File: config.mk
export PLATFORM = sky130hd
export DESIGN_NAME = pixel_tap_sampler_flat
export DESIGN_NICKNAME = d
export VERILOG_FILES = /design/src/rtl/pixel_tap_sampler_if.sv /design/src/rtl/pixel_tap_sampler.sv /design/src/flat_wrapper.sv
export SDC_FILE = /design/constraint.sdc
export NUM_CORES = 1
export LEC_CHECK = 0
export ABC_AREA = 1
export BUFFER_PORTS_ARGS = -buffer_cell sky130_fd_sc_hd__buf_2
export CAP_MARGIN = 25
export CORE_AREA = 2 2 95 97
export DETAILED_ROUTE_END_ITERATION = 8
export DIE_AREA = 0 0 97 99
export PLACE_DENSITY = 0.61
export REMOVE_ABC_BUFFERS = 1
export SYNTH_ARGS = -nofsm -noshare
export SYNTH_HDL_FRONTEND = slang
export SYNTH_SLANG_ARGS = --single-unit
File: constraint.sdc
create_clock -name s00_axi_aclk -period 1.8 [get_ports s00_axi_aclk]
set_clock_uncertainty 0.1 [all_clocks]
set_input_delay 0.18 -clock s00_axi_aclk [delete_from_list [all_inputs] [get_ports s00_axi_aclk]]
set_output_delay 0.18 -clock s00_axi_aclk [all_outputs]
set_load 0.005 [all_outputs]
File: src/rtl/pixel_tap_sampler_if.sv
// Pixel-stream in / sampled-level out bundle between a pixel source and one tap sampler.
// The source drives the pixel stream and observes the tap outputs.
interface pixel_tap_sampler_if;
    logic       pixel_valid;
    logic       line_start;
    logic [7:0] data;
    logic       sample_data;
    logic       sample_strobe;
    logic [7:0] tap_value;
    logic       line_timeout;

    modport master (
        output pixel_valid, line_start, data,
        input  sample_data, sample_strobe, tap_value, line_timeout
    );

    modport slave (
        input  pixel_valid, line_start, data,
        output sample_data, sample_strobe, tap_value, line_timeout
    );
endinterface

File: src/rtl/pixel_tap_sampler.sv
// Captures one configured pixel per line and turns it into a debounced 1-bit level
// (hysteresis threshold plus N-consecutive-capture filter) for a frequency analyzer channel.
module pixel_tap_sampler #(
    parameter int         PIXEL_INDEX    = 63,
    parameter int         COUNTER_WIDTH  = 11,
    parameter logic [7:0] THRESHOLD_HIGH = 8'd160,
    parameter logic [7:0] THRESHOLD_LOW  = 8'd96,
    parameter int         FILTER_DEPTH   = 2,
    parameter int         LINE_TIMEOUT   = 100000
) (
    input  logic                 s00_axi_aclk,
    input  logic                 s00_axi_aresetn,
    input  logic                 enable,
    pixel_tap_sampler_if.slave   tap
);

    localparam int TW = $clog2(LINE_TIMEOUT + 1);
    localparam logic [COUNTER_WIDTH-1:0] CNT_MAX = '1;
    localparam logic [COUNTER_WIDTH-1:0] TAP_IDX = COUNTER_WIDTH'(PIXEL_INDEX);
    localparam logic [TW-1:0]            TO_LAST = TW'(LINE_TIMEOUT - 1);
    localparam logic [3:0]               DEPTH   = 4'(FILTER_DEPTH);

    typedef enum logic [1:0] {
        IDLE      = 2'd0,
        WAIT_LINE = 2'd1,
        ACTIVE    = 2'd2
    } state_t;

    state_t                   state_q, state_d;
    logic [COUNTER_WIDTH-1:0] pix_cnt_q, pix_cnt_d;
    logic [TW-1:0]            tmo_cnt_q, tmo_cnt_d;
    logic [3:0]               agree_q, agree_d;
    logic                     captured_q, captured_d;
    logic                     sample_q, sample_d;
    logic                     strobe_q, strobe_d;
    logic [7:0]               tap_q, tap_d;
    logic                     line_to_q, line_to_d;

    logic                     line_ev;
    logic                     take_pixel;
    logic                     capture;
    logic                     level;
    logic [COUNTER_WIDTH-1:0] idx;

    assign line_ev = tap.pixel_valid & tap.line_start;
    assign idx     = line_ev ? '0 : pix_cnt_q;

    always_comb begin
        state_d    = state_q;
        pix_cnt_d  = pix_cnt_q;
        tmo_cnt_d  = tmo_cnt_q;
        agree_d    = agree_q;
        captured_d = captured_q;
        sample_d   = sample_q;
        strobe_d   = 1'b0;
        tap_d      = tap_q;
        line_to_d  = line_to_q;
        take_pixel = 1'b0;
        capture    = 1'b0;
        level      = sample_q;

        if (!enable) begin
            state_d    = IDLE;
            pix_cnt_d  = '0;
            tmo_cnt_d  = '0;
            agree_d    = '0;
            captured_d = 1'b0;
            sample_d   = 1'b0;
            tap_d      = '0;
            line_to_d  = 1'b0;
        end else begin
            unique case (state_q)
                IDLE: state_d = WAIT_LINE;
                WAIT_LINE: begin
                    if (line_ev) begin
                        state_d    = ACTIVE;
                        tmo_cnt_d  = '0;
                        take_pixel = 1'b1;
                    end
                end
                ACTIVE: begin
                    // A line start in the timeout cycle keeps the line alive.
                    if (line_ev) begin
                        tmo_cnt_d  = '0;
                        take_pixel = 1'b1;
                    end else if (tmo_cnt_q == TO_LAST) begin
                        state_d    = WAIT_LINE;
                        line_to_d  = 1'b1;
                        tmo_cnt_d  = '0;
                        captured_d = 1'b0;
                        agree_d    = '0;
                    end else begin
                        tmo_cnt_d  = tmo_cnt_q + 1'b1;
                        take_pixel = tap.pixel_valid;
                    end
                end
                default: state_d = IDLE;
            endcase

            if (take_pixel) begin
                pix_cnt_d = (idx == CNT_MAX) ? CNT_MAX : idx + 1'b1;
                if (line_ev) captured_d = 1'b0;
                capture = (idx == TAP_IDX) && (line_ev || !captured_q);
            end

            if (capture) begin
                captured_d = 1'b1;
                tap_d      = tap.data;
                strobe_d   = 1'b1;
                if (tap.data >= THRESHOLD_HIGH)     level = 1'b1;
                else if (tap.data <= THRESHOLD_LOW) level = 1'b0;
                // Level change needs DEPTH consecutive disagreeing captures.
                if (level == sample_q) begin
                    agree_d = '0;
                end else if (agree_q + 4'd1 == DEPTH) begin
                    sample_d = level;
                    agree_d  = '0;
                end else begin
                    agree_d = agree_q + 4'd1;
                end
            end
        end
    end

    always_ff @(posedge s00_axi_aclk or negedge s00_axi_aresetn) begin
        if (!s00_axi_aresetn) begin
            state_q    <= IDLE;
            pix_cnt_q  <= '0;
            tmo_cnt_q  <= '0;
            agree_q    <= '0;
            captured_q <= 1'b0;
            sample_q   <= 1'b0;
            strobe_q   <= 1'b0;
            tap_q      <= '0;
            line_to_q  <= 1'b0;
        end else begin
            state_q    <= state_d;
            pix_cnt_q  <= pix_cnt_d;
            tmo_cnt_q  <= tmo_cnt_d;
            agree_q    <= agree_d;
            captured_q <= captured_d;
            sample_q   <= sample_d;
            strobe_q   <= strobe_d;
            tap_q      <= tap_d;
            line_to_q  <= line_to_d;
        end
    end

    assign tap.sample_data   = sample_q;
    assign tap.sample_strobe = strobe_q;
    assign tap.tap_value     = tap_q;
    assign tap.line_timeout  = line_to_q;

endmodule
File: src/flat_wrapper.sv
// flat-port wrapper written by rule: the top's interface ports become plain ports
module pixel_tap_sampler_flat 
#(
    parameter int         PIXEL_INDEX    = 63,
    parameter int         COUNTER_WIDTH  = 11,
    parameter logic [7:0] THRESHOLD_HIGH = 8'd160,
    parameter logic [7:0] THRESHOLD_LOW  = 8'd96,
    parameter int         FILTER_DEPTH   = 2,
    parameter int         LINE_TIMEOUT   = 100000
)
  (s00_axi_aclk, s00_axi_aresetn, enable, tap_pixel_valid, tap_line_start, tap_data, tap_sample_data, tap_sample_strobe, tap_tap_value, tap_line_timeout);
  pixel_tap_sampler_if tap_i ();
  input  logic s00_axi_aclk;
  input  logic s00_axi_aresetn;
  input  logic enable;
  input wire logic [$bits(tap_i.pixel_valid)-1:0] tap_pixel_valid;
  input wire logic [$bits(tap_i.line_start)-1:0] tap_line_start;
  input wire logic [$bits(tap_i.data)-1:0] tap_data;
  output wire logic [$bits(tap_i.sample_data)-1:0] tap_sample_data;
  output wire logic [$bits(tap_i.sample_strobe)-1:0] tap_sample_strobe;
  output wire logic [$bits(tap_i.tap_value)-1:0] tap_tap_value;
  output wire logic [$bits(tap_i.line_timeout)-1:0] tap_line_timeout;
  assign tap_i.pixel_valid = tap_pixel_valid;
  assign tap_i.line_start = tap_line_start;
  assign tap_i.data = tap_data;
  assign tap_sample_data = tap_i.sample_data;
  assign tap_sample_strobe = tap_i.sample_strobe;
  assign tap_tap_value = tap_i.tap_value;
  assign tap_line_timeout = tap_i.line_timeout;
  pixel_tap_sampler #(.PIXEL_INDEX(PIXEL_INDEX), .COUNTER_WIDTH(COUNTER_WIDTH), .THRESHOLD_HIGH(THRESHOLD_HIGH), .THRESHOLD_LOW(THRESHOLD_LOW), .FILTER_DEPTH(FILTER_DEPTH), .LINE_TIMEOUT(LINE_TIMEOUT)) u_core (.s00_axi_aclk(s00_axi_aclk), .s00_axi_aresetn(s00_axi_aresetn), .enable(enable), .tap(tap_i));
endmodule
==> impl_results.md <==
- Post-synth ARST share: 1.00
- Largest net degree at the start of global routing: 47
- RSZ-0062 raised after global routing: yes
- Final-stage net count: 522
- Final worst path period need: 1.80 ns
- Final weighted congestion of routability-driven global placement: 0.838
- First-pass iteration count of the detailed router: 4
- Max transition margin: 0.599
- Top cell type's share of synthesized area: 0.389
- Post-route cell area: 4010 µm²
- Sequential element share of the synthesized area: 0.389
- Die ar.: 9600 µm²
- Number of buffers added by the clock tree synthesis step: 5
- Yosys warnings: 0
- Number of port buffers: 23
- Hold Path Class: in -> reg
- # placed instances: 586
- Max-cap check violation count: 0
- Via count: 2920
- FF+latch count, synth: 46
- Hold violation total from the final report: 0
- Critical path class: reg -> reg
- Worst Max-Slew Pin Slew: 0.602 ns
- I/O Pins: 24
- Number of standard-cell rows in the floorplan: 34
- Wire length of the first global-routing pass: 12700 µm
- Final Non-Filler Cells: 611
- Syn Inst Count: 422
- Global route overflow: 0
- Via density per instance: 4.78
- Worst path arrival time: 1.90 ns
- Number of global-route vias before repair: 2810
- Largest vdd supply drop: 0.292 mV
- Clock tree sinks: 46
- Inserted Diodes: 0
- Fill cell instance count of the final layout: 839
- Placed cell areas: 3450 µm²
- Longest Clk Path Bufs: 2
- Layout cell share with drive strength beyond 1: 0.346
- Synth area leader: sky130_fd_sc_hd__dfrtp_1
- Setup Viol. Count Final: 0
- HPWL after detailed placement: 5120 µm
- Final worst setup slack: 0.00108 ns
- Total Power Consumption: 2.33 mW
- Place WS: -0.314 ns
- Most numerous cell in the Yosys netlist: sky130_fd_sc_hd__nand2_1
- Count of H-tree levels built during CTS: 2
- Unique masters post-synth: 34
- Max-slew violations: 0
- DRC violation total after the first TritonRoute iteration: 120
- Achievable Freq: 556 MHz
- Post-synth top flop: sky130_fd_sc_hd__dfrtp_1
- List of most frequent post-synthesis cells: sky130_fd_sc_hd__nand2_1 (123), sky130_fd_sc_hd__nor2_1 (56), sky130_fd_sc_hd__inv_1 (49)
- Cells taking the most area after synthesis: sky130_fd_sc_hd__dfrtp_1 (39%), sky130_fd_sc_hd__nand2_1 (16%), sky130_fd_sc_hd__nor2_1 (7.1%), sky130_fd_sc_hd__inv_1 (6.2%), sky130_fd_sc_hd__nand3_1 (5.4%)
- Core region area: 8550 µm²
- Root buffer cell: sky130_fd_sc_hd__clkbuf_8
- Number of synthesized flops with an enable pin: 0
- Vertical die dimension: 99 µm
- Crit end category: flip-flop
- CTS clk-pin slew, worst paths: 0.10 ns
- Final core occ: 0.469
- Worst endpoint required time: 1.90 ns
- Leakage power: 2.02 nW
- Clock latency at the later pin of the worst-skew pair: 0.31 ns
- Fraction of the cycle the final worst path needs: 0.999
- Starting density of the core: 0.346
- CTS tree: built
- Maximum net fanout on the critical path: 4
- Register area: 1150 µm²
- Power density relative to cell area: 580 nW/µm²
- Average size of a mapped cell: 7.01 µm²
- Total global-route track usage: 0.158
- Cell area after technology mapping: 2960 µm²
- Layout Area Growth over Synthesis: 35.5%
- Antenna violations before repair: 0
- Total wire length: 7390 µm
- Count of unresolved DRC violations after routing: 0
- Outcome: finished clean
- Post-DR wirelength/cell: 12.1 µm
- Category of the worst setup path launch point: flip-flop
- Multi-input gate area in the final layout: 1860 µm²
- Horiz. Die Dim: 97 µm
- ANT nets after route: 0
==> where the power goes <==
group | switching, mW | total [mW] | internal, mW
logic | 0.317 | 0.571 | 0.255
clock network | 0.399 | 0.678 | 0.279
registers | 0.0235 | 1.08 | 1.06
==> worst paths after layout <==
kind	startpoint	end	slack, ns	cells past startpoint
min in group asynchronous	s00_axi_aresetn	u_core.tmo_cnt_q[10]	0.39	3
setup / recovery	u_core.state_q[0]	u_core.tmo_cnt_q[11]	0.001	11
hold reg to reg	u_core.tap.tap_value[4]	u_core.tap.tap_value[4]	0.39	2
setup reg to reg	u_core.state_q[0]	u_core.tmo_cnt_q[11]	0.001	11
max in group asynchronous	s00_axi_aresetn	u_core.tmo_cnt_q[1]	0.80	3
hold / removal	tap_data[1]	u_core.tap.tap_value[1]	0.01	3
==> stage by stage <==
stage	TNS [ns]	hold WS [ns]
floorplan	-4.91	-0.216
global placement	-2.85	0.218
detailed placement	-4.15	0.218
CTS	-0.0119	0.00368
global route	-2.56	0.0130
finish	0	0.0147
==> layer usage <==
layer	share of wire	vias up	global-route usage
met3	0.032	5	0.0248
li1	-	1507	-
met2	0.47	41	0.263
met5	0	-	0
met1	0.48	1367	0.215
met4	0.013	0	0.0455
==> kinds of logic (layout without fill, tap and decap cells) <==
kind of cell               Yosys count  in the layout  share of synthesized area
AOI/OAI and AO/OA                   39             39                     0.0693
DFF                                 46             46                      0.389
adders and majority gates            7              7                     0.0296
xor gates and xnor gates             9              9                     0.0266
and+or+nand+nor                    259            262                      0.397
buffers and inverters               62            140                     0.0884
==> registers in the layout, indices dropped and copies added, names as in the netlist <==
register	count
u_core.pix_cnt_q	11
u_core.state_q	2
u_core.captured_q	1
u_core.tmo_cnt_q	17
u_core.tap.sample_strobe	1
u_core.tap.line_timeout	1
u_core.tap.tap_value	8
u_core.tap.sample_data	1
u_core.agree_q	4
==> critical path, cell delays in order, from the launching register on <==
cell and delay (ns):
sky130_fd_sc_hd__dfrtp_1 0.45, sky130_fd_sc_hd__inv_2 0.10, sky130_fd_sc_hd__ha_4 0.13, sky130_fd_sc_hd__buf_6 0.10, sky130_fd_sc_hd__nand2_4 0.05, sky130_fd_sc_hd__nand3_4 0.08
sky130_fd_sc_hd__nand4_1 0.17, sky130_fd_sc_hd__nor2_4 0.19, sky130_fd_sc_hd__buf_6 0.12, sky130_fd_sc_hd__nand2_2 0.04, sky130_fd_sc_hd__nor2_2 0.11, sky130_fd_sc_hd__nor3_2 0.04
==> area by class of cell <==
cell class / instances / share of cell area
multi-input combinational: 317 / 0.464
sequential: 46 / 0.287
timing repair buffer: 77 / 0.139
inverter: 55 / 0.0534
tap: 108 / 0.0337
clock buffer: 5 / 0.0172
clock inverter: 3 / 0.00593
==> cells in the final DEF, fill, tap and decap left out, types with 3 or more instances in the layout <==
| cell | netlist | layout |
|---|---|---|
| sky130_fd_sc_hd__nand3_1 | 32 | 25 |
| sky130_fd_sc_hd__o21ai_0 | 17 | 12 |
| sky130_fd_sc_hd__buf_2 | 2 | 23 |
| sky130_fd_sc_hd__nor2_2 | 6 | 9 |
| sky130_fd_sc_hd__nand3_2 | 1 | 6 |
| sky130_fd_sc_hd__nor2_1 | 56 | 48 |
| sky130_fd_sc_hd__ha_1 | 7 | 3 |
| sky130_fd_sc_hd__a21oi_1 | 6 | 3 |
| sky130_fd_sc_hd__nand2_2 | 11 | 23 |
| sky130_fd_sc_hd__o21ai_2 | 0 | 5 |
| sky130_fd_sc_hd__dfrtp_1 | 46 | 46 |
| sky130_fd_sc_hd__inv_1 | 49 | 43 |
| sky130_fd_sc_hd__nor3_2 | 1 | 3 |
| sky130_fd_sc_hd__nand2_4 | 1 | 7 |
| sky130_fd_sc_hd__xor2_1 | 7 | 7 |
| sky130_fd_sc_hd__clkbuf_8 | 0 | 5 |
| sky130_fd_sc_hd__buf_6 | 3 | 9 |
| sky130_fd_sc_hd__o21ai_1 | 12 | 12 |
| sky130_fd_sc_hd__nand2_1 | 123 | 106 |
| sky130_fd_sc_hd__nand3_4 | 1 | 3 |
| sky130_fd_sc_hd__buf_4 | 1 | 44 |
| sky130_fd_sc_hd__nor3_1 | 8 | 5 |
| sky130_fd_sc_hd__nor2_4 | 1 | 7 |
| sky130_fd_sc_hd__nand4_1 | 9 | 9 |
| sky130_fd_sc_hd__inv_2 | 6 | 11 |
==> what timing repair did <==
item / in CTS / in global routing
resized for setup: 34 / 59
gates cloned: 1 / 2
endpoints found under the hold margin: 46 / 0
buffers inserted: 8 / 5
setup endpoints to repair: 34 / 41
pin swaps: 16 / 29
hold buffers: 1 / 0
Power figures use the tool's default switching activity.
